**src/rtl/ball_motion_2d.sv**
```systemverilog
// rtl/ball_motion_2d.sv - two-axis ball position engine with wall/collision bounce
// Ball centre advances one step every TICK_DIV pixel clocks while running and enabled.
module ball_motion_2d #(
    parameter int POS_W      = 12,
    parameter int SPEED_W    = 3,
    parameter int TICK_DIV   = 800000,
    parameter int X_MIN      = 0,
    parameter int X_MAX      = 1023,
    parameter int Y_MIN      = 0,
    parameter int Y_MAX      = 767,
    parameter int RADIUS     = 10,
    parameter int START_X    = 220,
    parameter int START_Y    = 384,
    parameter int SCORE_MODE = 0
) (
    input  logic               pclk,
    input  logic               reset,
    input  logic               enable,
    input  logic               serve,
    input  logic               serve_dir,
    input  logic [SPEED_W-1:0] speed_x,
    input  logic [SPEED_W-1:0] speed_y,
    input  logic               collision_x,
    input  logic               collision_y,
    output logic [POS_W-1:0]   x_pos,
    output logic [POS_W-1:0]   y_pos,
    output logic               dir_x,
    output logic               dir_y,
    output logic               running,
    output logic               miss_left,
    output logic               miss_right,
    output logic               step
);

    localparam int AW    = POS_W + 1;
    localparam int CNT_W = $clog2(TICK_DIV);
    localparam logic [CNT_W-1:0] CNT_LOAD = CNT_W'(TICK_DIV - 1);
    localparam logic SCORE = (SCORE_MODE != 0);

    typedef enum logic {IDLE, RUN} state_t;

    typedef struct packed {
        logic             wall;
        logic             dir;
        logic [POS_W-1:0] pos;
    } axis_t;

    state_t           state;
    logic [CNT_W-1:0] cnt;
    logic             col_x;
    logic             col_y;
    axis_t            ax;
    axis_t            ay;

    // Bound tests are rearranged so nothing goes negative: pos+s >= MAX-R and pos <= MIN+R+s.
    function automatic axis_t axis_step(input logic [POS_W-1:0] p, input logic d,
                                        input logic [SPEED_W-1:0] s, input logic col,
                                        input int lo, input int hi);
        axis_t          r;
        logic [AW-1:0]  pe;
        logic [AW-1:0]  se;
        logic [AW-1:0]  lim_lo;
        logic [AW-1:0]  lim_hi;
        pe     = AW'(p);
        se     = AW'(s);
        lim_lo = AW'(lo + RADIUS);
        lim_hi = AW'(hi - RADIUS);
        r.wall = 1'b0;
        r.dir  = d;
        r.pos  = p;
        if (d) begin
            if (pe + se >= lim_hi) begin
                r.wall = 1'b1;
                r.dir  = 1'b0;
                r.pos  = POS_W'(lim_hi);
            end else if (col) begin
                r.dir = 1'b0;
                r.pos = POS_W'(pe - se);
            end else begin
                r.pos = POS_W'(pe + se);
            end
        end else begin
            if (pe <= lim_lo + se) begin
                r.wall = 1'b1;
                r.dir  = 1'b1;
                r.pos  = POS_W'(lim_lo);
            end else if (col) begin
                r.dir = 1'b1;
                r.pos = POS_W'(pe + se);
            end else begin
                r.pos = POS_W'(pe - se);
            end
        end
        return r;
    endfunction

    always_comb begin
        ax = axis_step(x_pos, dir_x, speed_x, col_x | collision_x, X_MIN, X_MAX);
        ay = axis_step(y_pos, dir_y, speed_y, col_y | collision_y, Y_MIN, Y_MAX);
    end

    assign running = (state == RUN);

    always_ff @(posedge pclk or negedge reset) begin
        if (!reset) begin
            state      <= IDLE;
            x_pos      <= POS_W'(START_X);
            y_pos      <= POS_W'(START_Y);
            dir_x      <= 1'b1;
            dir_y      <= 1'b1;
            cnt        <= CNT_LOAD;
            col_x      <= 1'b0;
            col_y      <= 1'b0;
            step       <= 1'b0;
            miss_left  <= 1'b0;
            miss_right <= 1'b0;
        end else begin
            step       <= 1'b0;
            miss_left  <= 1'b0;
            miss_right <= 1'b0;
            case (state)
                IDLE: begin
                    cnt   <= CNT_LOAD;
                    col_x <= 1'b0;
                    col_y <= 1'b0;
                    if (serve) begin
                        state <= RUN;
                        dir_x <= serve_dir;
                        dir_y <= 1'b1;
                    end
                end
                RUN: begin
                    col_x <= col_x | collision_x;
                    col_y <= col_y | collision_y;
                    if (enable) begin
                        if (cnt == '0) begin
                            cnt   <= CNT_LOAD;
                            step  <= 1'b1;
                            col_x <= 1'b0;
                            col_y <= 1'b0;
                            // In score mode an x wall is a miss: no bounce, back to serve position.
                            if (SCORE && ax.wall) begin
                                state      <= IDLE;
                                x_pos      <= POS_W'(START_X);
                                y_pos      <= POS_W'(START_Y);
                                miss_left  <= ~dir_x;
                                miss_right <= dir_x;
                            end else begin
                                x_pos <= ax.pos;
                                dir_x <= ax.dir;
                                y_pos <= ay.pos;
                                dir_y <= ay.dir;
                            end
                        end else begin
                            cnt <= cnt - CNT_W'(1);
                        end
                    end
                end
                default: state <= IDLE;
            endcase
        end
    end

endmodule

```
**config.mk**
```make
export PLATFORM = sky130hd
export DESIGN_NAME = ball_motion_2d
export DESIGN_NICKNAME = d
export VERILOG_FILES = /design/src/rtl/ball_motion_2d.sv
export SDC_FILE = /design/constraint.sdc
export NUM_CORES = 1
export LEC_CHECK = 0
export CAP_MARGIN = 10
export CORE_MARGIN = 1.5
export CORE_UTILIZATION = 45
export DETAILED_ROUTE_END_ITERATION = 8
export GPL_ROUTABILITY_DRIVEN = 1
export PLACE_DENSITY = 0.65
export SLEW_MARGIN = 10
export SYNTH_ARGS = -nofsm -noshare
export SYNTH_HDL_FRONTEND = slang
export SYNTH_SLANG_ARGS = --single-unit
```
**constraint.sdc**
```tcl
create_clock -name pclk -period 7.55 [get_ports pclk]
set_input_delay 0.755 -clock pclk [delete_from_list [all_inputs] [get_ports pclk]]
set_output_delay 0.755 -clock pclk [all_outputs]
set_load 0.01 [all_outputs]
```
* After elaboration in Yosys (flattened, before gate mapping)
Index checks and enable logic that the tools add are counted.
** Storage, ports and cells
- Word-level logic and storage cells :: 65
- Output and inout port bits :: 30
- Memory bits (writable) :: 0
- Latch bits :: 0
- Input port bits :: 13
- Memories :: 0
- Memory bits (read-only) :: 0
- Flip-flop bits (word level) :: 50
** Operators by class
- Mux-type cells :: 36
- $lt $le $gt $ge :: 4
- Reduce and logical (&&, ||, !) cells :: 3
- Bitwise logic cells :: 3
- Multipliers :: 0
- Eq/ne operators :: 3
- Div/mod/pow operators :: 0
- $add $sub $neg :: 7
- Shift-type cells :: 0
** Operator list (number)
- 13-bit 2-to-1 mux :: 6
- 12-bit 2-to-1 mux :: 4
- 20-bit 2-to-1 mux :: 2
- 20-bit one-hot mux with 2 select lines :: 1
- 12-bit by 3-bit adder with 13-bit output :: 2
- 13-bit by 10-bit >= comparator with 1-bit output (second input constant) :: 2
- 12-bit by 5-bit less-or-equal comparator with 1-bit output :: 2
- 12-bit by 3-bit subtractor with 12-bit output :: 2
- 20-bit zero test :: 1
- 20-bit by 1-bit subtractor with 20-bit output (second input constant) :: 1
- 1-bit 2-to-1 mux :: 19
- 4-bit by 3-bit adder with 5-bit output (first input constant) :: 2
- 1-bit one-hot mux with 2 select lines :: 4
- 3-bit AND reduction :: 2
- 2-bit inequality test (second input constant) :: 2
- 2-bit by 1-bit inequality test with 1-bit output (second input constant) :: 1
- 1-bit OR :: 2
- 1-bit inverter :: 1

* Logic depth before layout (Yosys ltp)
- Depth in word-level cells :: 7
- Mapped depth :: 12
- Gate-level depth less buffers :: 11

* Worst setup path before layout
No wires, ideal clock.
- Path kind :: input to register
- Start point :: input speed_y[0]
- End point :: register y_pos[10]
- Data required time :: 7.426 ns
- Buffers on the path :: 0
- Cell stages on the path :: 10
- Path slack :: 4.529 ns
- Library setup time :: 0.124 ns
- Arrival time :: 2.897 ns
- Cell sequence :: ha_1 -> inv_1 -> fa_1 -> o21ba_2 -> or3_1 -> a21oi_1 -> o211ai_1 -> and4b_1 -> o211a_1 -> a211o_1
** Between the ends
- Longest elaborated chain between the ends :: 4
- Elaborated cells on any way between the ends :: 10
- Classes of those cells :: add/sub: 3; order compare: 2; mux: 5
** RTL lines
- from (decl) :: line 22 : input logic [SPEED_W-1:0] speed_y,
- 12-bit by 3-bit adder with 13-bit output, or another cell as far along :: line 80, 89
- 13-bit by 10-bit >= comparator with 1-bit output, or another cell as far along :: line 72 : if (pe + se >= lim_hi) begin
- 13-bit 2-to-1 mux, on equally long branches :: line 72, 83
- 13-bit 2-to-1 mux * :: line 71 : if (d) begin
- to (signal assigned) :: line 108 : y_pos <= POS_W'(START_Y);
- to (signal assigned) :: line 145 : y_pos <= POS_W'(START_Y);
- to (signal assigned) :: line 151 : y_pos <= ay.pos;
- to (decl) :: line 26 : output logic [POS_W-1:0] y_pos,
Mark *: on every way between the ends. The rest lies on a longest branch, timed or not.
A chain may end at the register's enable or synchronous reset.

* Worst setup path in the final report
- Start point :: input speed_y[1]
- End point :: register y_pos[6]
The elaborated chain is that of the path after synthesis.

==> results.py <==
metrics = {
    "run_status": {
        "status": "complete, no violations",
    },
    "sta": {
        "relSlewSlack_pct": 42.5,
        "hold_viol_final": 0,
        "fin_crit_ns": 3.67,
        "setup_viol": 0,
        "worst_pin_slew_ns": 0.863,
        "drv_slew": 0,
        "rsz0062_at_grt": "no",
        "max_freq_ghz": 0.272,
        "setup_tns_ns": 0,
        "skew_ns": 0.00891,
        "fin_crit_sh_pct": 48.6,
    },
    "worst_setup_path": {
        "regToRegSetupSlack_ns": 4.14,
        "worstRegToRegCells": 10,
        "arrival_ns": 3.92,
        "max_stage_delay_ns": 0.56,
        "crit_required_ns": 7.80,
        "cp_slowest_cell": "clkdlybuf4s50_1",
        "path_max_fanout": 6,
        "worst-path-stages": 10,
        "cp-end-kind": "flip-flop",
        "worstSetupPathType": "in -> reg",
        "cp.buffers_inverters": 2,
        "crit_family": "compound AO/OA/AOI/OAI gates",
        "crit_chain": "clkdlybuf4s50_1 -> inv_1 -> ha_1 -> nand2b_1 -> a211o_4 -> or3_1 -> a21o_1 -> a31oi_1 -> o21ai_0 -> nand3_1",
        "startpoint_type": "primary input",
    },
    "detailed_routing": {
        "wl_per_cell_um": 16.1,
        "firstDrtPassIters": 5,
        "drtIter0Drc": 270,
        "drcViolationCount": 0,
        "num_vias": 4296,
        "wl_mm": 11.4,
        "via_per_inst": 6.08,
        "ant_nets": 0,
    },
    "run": {
        "max-cap-violations": 0,
    },
    "cts": {
        "clk_latency_ns": 0.31,
        "clkTransAtPathRegs_ns": 0.10,
        "cts-htree-levels": 2,
        "postCtsHoldBufs": 0,
        "cts_max_path_buffers": 2,
        "cts.sinks": 50,
        "cts_buffers": 5,
        "postCtsSetupRepairBufs": 0,
        "clockRootBuffer": "clkbuf_8",
        "cts_resized": 0,
        "cts_tree": "yes",
    },
    "floorplan": {
        "die-area_um2": 10600,
        "coreArea_um2": 9730,
        "start_util_pct": 46.3,
        "die_w_um": 103,
        "pin_count": 43,
        "die_h_um": 103,
        "row_count": 36,
    },
    "grt": {
        "grt_max_degree": 51,
        "grt.total_usage_pct": 22.7,
        "antenna_found_initial": 0,
        "grt_pass1_wl_mm": 19.2,
        "gr-total-overflow": 0,
        "grt_pass1_vias": 3944,
    },
    "placement": {
        "gp_congestion": 0.898,
        "portBuffers": 40,
        "dp_hpwl_mm": 8.22,
        "placed_area_um2": 4920,
        "placed_cells": 698,
    },
    "final_layout": {
        "fin_cells": 706,
        "syn2layout_area_growth_pct": 11.8,
        "antenna-diode-count": 0,
        "utilization_pct": 51.7,
        "final_area_um2": 5030,
        "drive_above_1_share_pct": 10.3,
        "fin_nets": 613,
    },
    "synthesis": {
        "syn_area_um2": 4500,
        "synthDistinctLibCells": 82,
        "syn_avg_cell_area_um2": 8.10,
        "synth_seq_cells": 50,
        "ys_warn_count": 0,
        "yosysSeqAreaShare_pct": 28.4,
        "synth_cells": 556,
        "ys.flop_type": "dfrtp_1",
        "synthArstFlopShare_pct": 100,
        "synth-edff-count": 0,
    },
    "power": {
        "vdd_drop_max_mv": 0.172,
        "p_leak_nw": 2.03,
        "pwr-share-comb_pct": 22.8,
        "p_int_mw": 0.503,
        "finalPower_mw": 0.743,
        "p_switching_mw": 0.240,
        "clkPwrFrac_pct": 27.2,
        "seq_power_share_pct": 50.1,
        "powerDensity_nw_per_um2": 148,
        "swShare_pct": 32.3,
    },
    "hold_path": {
        "hp-class": "reg -> reg",
        "hold_path_depth": 2,
    },
}
kinds of logic after synthesis:
family          count (synthesis)  share of synthesized area (%)
fa+ha+maj                      28                           8.78
other cells                     1                         0.0833
mux                             6                           1.39
xor+xnor                       25                           4.86
simple gates                  213                           24.7
flops                          50                           28.4
compound gates                163                           25.2
buf+inv                        70                           6.64
per-stage QoR:
step | setup WS (ns) | hold WS [ns]
6_report | 3.88 | 0.513
5_1_grt | 3.59 | 0.524
4_1_cts | 3.88 | 0.514
3_5_place_dp | 3.55 | 0.498
3_3_place_gp | 3.63 | 0.488
2_1_floorplan | 4.53 | 0.459
flip-flops by register name, summed over array words and instances (netlist names):
signal	count
cnt	20
col_x	1
col_y	1
dir_x	1
dir_y	1
running	1
step	1
x_pos	12
y_pos	12
synth_stat cells, types with 6 or more instances:
| cell | n | area [um^2] |
|---|---|---|
| buf_2 | 8 | 40.0 |
| fa_1 | 6 | 120 |
| xnor2_1 | 16 | 140 |
| xor2_1 | 9 | 78.8 |
| dfstp_2 | 22 | 578 |
| dfrtp_1 | 28 | 701 |
| o21ai_0 | 38 | 190 |
| nor4_1 | 8 | 50.1 |
| a31oi_1 | 10 | 62.6 |
| nor2b_1 | 7 | 43.8 |
| o22ai_1 | 8 | 50.1 |
| and3_1 | 10 | 62.6 |
| nor3_1 | 22 | 110 |
| nand2_1 | 49 | 184 |
| or3_1 | 12 | 75.1 |
| nand4_1 | 10 | 62.6 |
| ha_1 | 22 | 275 |
| nand3_1 | 13 | 65.1 |
| nor2_1 | 48 | 180 |
| clkbuf_1 | 19 | 71.3 |
| inv_1 | 36 | 135 |
| a21oi_1 | 25 | 125 |
routing by layer:
layer	GRT usage, %	part of all wire [%]	vias up
met5	0	0	-
met4	4.99	1.3	0
met3	2.92	6.7	13
met2	36.0	44	146
met1	33.1	48	2073
li1	-	-	2064
power by group through the flow:
stage	sequential (mW)	combinational, mW	clock (mW)
floorplan	0.363	0.133	0
global placement	0.374	0.166	0
detailed placement	0.375	0.170	0
CTS	0.371	0.170	0.209
global route	0.379	0.194	0.217
finish	0.372	0.169	0.202
worst register-to-register path: stages, from the launching register on:
cell	delay (ns)
dfstp_2	0.40
inv_1	0.09
ha_1	0.14
or4b_4	0.47
nor4_4	0.32
nand3_2	0.56
inv_2	0.61
o21ai_2	0.15
a21o_1	0.20
o21a_1	0.18
o22a_1	0.17
final timing paths:
path	startpoint	endpoint
worst max-delay path	speed_y[1]	y_pos[6]
worst min register to register	cnt[13]	cnt[13]
min in group asynchronous	reset	y_pos[6]
max in group asynchronous	reset	y_pos[0]
worst min-delay path	cnt[13]	cnt[13]
worst max register to register	cnt[0]	y_pos[3]
layout by cell type (no fill, tap or decap), types with 6 or more instances in the layout:
master and instances:
xor2_1 9, nand3_1 13, o21ai_0 38, dfrtp_1 28
nor2_1 48, nor2b_1 7, clkdlybuf4s50_1 39, or3_1 12
and3_1 10, o22ai_1 8, xnor2_1 16, nor4_1 8
inv_1 36, fa_1 6, ha_1 22, dfstp_2 22
nand2_1 49, nor3_1 22, a31oi_1 10, nand4_1 10
a21oi_1 25
final cells by class:
cell class | instances | area (um^2)
Timing Repair Buffer | 41 | 403
Fill cell | 941 | 4700
Multi-Input combinational cell | 437 | 2930
Sequential cell | 50 | 1280
Clock buffer | 5 | 68.8
Inverter | 37 | 139
Clock inverter | 3 | 47.5
Tap cell | 133 | 166
Note: power is estimated with default switching activity, not from simulation.
==> variant, RTL diff (config.mk and constraints unchanged) <==
`TICK_DIV`: 800000 -> 1600000.
--- a/src/rtl/ball_motion_2d.sv
+++ b/src/rtl/ball_motion_2d.sv
@@ -3,7 +3,7 @@
 module ball_motion_2d #(
     parameter int POS_W      = 12,
     parameter int SPEED_W    = 3,
-    parameter int TICK_DIV   = 800000,
+    parameter int TICK_DIV   = 1600000,
     parameter int X_MIN      = 0,
     parameter int X_MAX      = 1023,
     parameter int Y_MIN      = 0,
Formal check against the unedited RTL: no difference found for any inputs over 10 cycles, from zero or initial values and one cycle with reset low; that may be too few to reach the edited logic, so the function may still have changed.
==> variant against the unedited design <==
- synthesized area down 2.8%
- synthesized cell count fell by 2.0%
- total power decreased by 8.0%
- setup slack got worse by 0.078 ns
- fmax fell by 2.1%
- sequential cell count rose by 1
- final area decreased by 1.8%
- non-clock buffer count unchanged
- die area fell by 2.7%
- sequential share of layout area rose by 0.99 points
- critical path depth is 1 higher
- count of clock-buffer cells in the layout increased by 1
- wire length shrank 1.3%
- critical path type unchanged
==> variant: results <==
metrics = {
    "run_status": {
        "status": "finished clean",
    },
    "min_path": {
        "hold-path-endpoint": "cnt[20]",
        "hold_start": "cnt[20]",
        "hold_depth": 2,
    },
    "yosys": {
        "synth.yosys.seq_area_share_pct": 29.82,
        "synth_compound_area_share_pct": 25.24,
        "yosysUniqueCellTypes": 77,
        "synth_warnings": 0,
        "synthMuxAreaShare_pct": 0.9434,
        "synth_async_sr_flop_share_pct": 100.0,
        "synth_fa_ha_area_share_pct": 8.748,
        "synthXorXnorAreaFrac_pct": 4.202,
        "synth_area_leaders": "dfrtp_1, dfstp_2, ha_1, nor2_1, nand2_1",
        "ys.flop_type": "dfrtp_1",
        "netlist_top_cells_count": "nor2_1, nand2_1, a21oi_1",
        "syn_area_per_cell_um2": 8.031,
        "yosysMostFrequentCell": "nor2_1",
    },
    "finish": {
        "fin_nets": 610,
        "seqCellArea_um2": 1305,
        "antenna_cells": 0,
        "reg_top3": "cnt x21, x_pos x12, y_pos x12",
        "fill_cells": 917,
        "drive_above_1_share_pct": 9.107,
    },
    "timing": {
        "fin_hold_ws_ns": 0.4750,
        "min_period_ns": 3.750,
        "slew-limit-headroom_pct": 56.22,
        "fin_skew_ns": 0.008615,
    },
    "placement": {
        "place_area_um2": 4832,
        "hpwl_um": 8294,
        "dpl_worst_slack_ns": 3.452,
        "finalWeightedCongestion": 0.8973,
        "dp.cells": 692,
        "port_buffers": 40,
    },
    "global_routing": {
        "grt_pass1_wl_um": 19270,
        "grt_max_degree": 52,
        "grt_use_total_pct": 23.39,
        "grt_pass1_vias": 3967,
    },
    "clocking": {
        "cts_buffers": 5,
        "ctsLongestPathBuffers": 2,
        "ctsResizeCount": 0,
        "htree_levels": 2,
        "clk_pin_slew_ns": 0.10,
    },
    "critical_path": {
        "crit_fanout": 8,
        "r2r_slack_ns": 4.23,
        "cp-startpoint": "speed_x[1]",
        "crit_family": "compound AO/OA/AOI/OAI gates",
        "r2r_start": "cnt[12]",
        "arrival_ns": 3.96,
        "crit_path_end": "x_pos[11]",
        "cp_slowest_cell": "clkdlybuf4s50_1",
        "slowest_delay_ns": 0.56,
    },
    "detailed_routing": {
        "wl_per_cell_um": 16.02,
        "vias_per_cell": 5.927,
        "drt_iter0_markers": 217,
        "vias": 4149,
    },
    "power": {
        "p_leak_nw": 1.974,
        "irDropWorstVdd_mv": 0.07082,
    },
}
[variant: cell count changes after synthesis, sizes merged, moves of 5 or more]
cell	unedited run	this run
o211ai	3	8
clkbuf	19	14
nor2	49	55
nand2	50	57
nand2b	4	11
o21ai	45	39
and3	10	2
nand4	10	3
or4	3	8
a21oi	27	37
nor3	22	17
[variant: metal layers]
metal	wire length [um]	up-vias	part of all wire, %	GRT usage [%]
met4	309	0	2.8	9.295
met1	5093	1970	45	31.62
met2	5344	129	48	38.21
li1	-	2023	-	-
met5	0	-	0	0
met3	466	27	4.2	2.761
[variant: power by group]
group | leakage [nW] | internal [W] | switching, W
sequential | 0.586 | 0.000310 | 0.0000264
combinational | 1.33 | 0.0000631 | 0.0000845
clock | 0.0558 | 0.000100 | 0.0000991
[variant: cell type report]
type                    count  share of cell area (%)
clock buffers               6                   1.468
well taps                 129                   3.265
inverters                  36                   2.733
repair buffers             41                   8.150
multi-input cells         435                   57.20
flip-flops and latches     51                   26.40
clock inverters             2                  0.7846
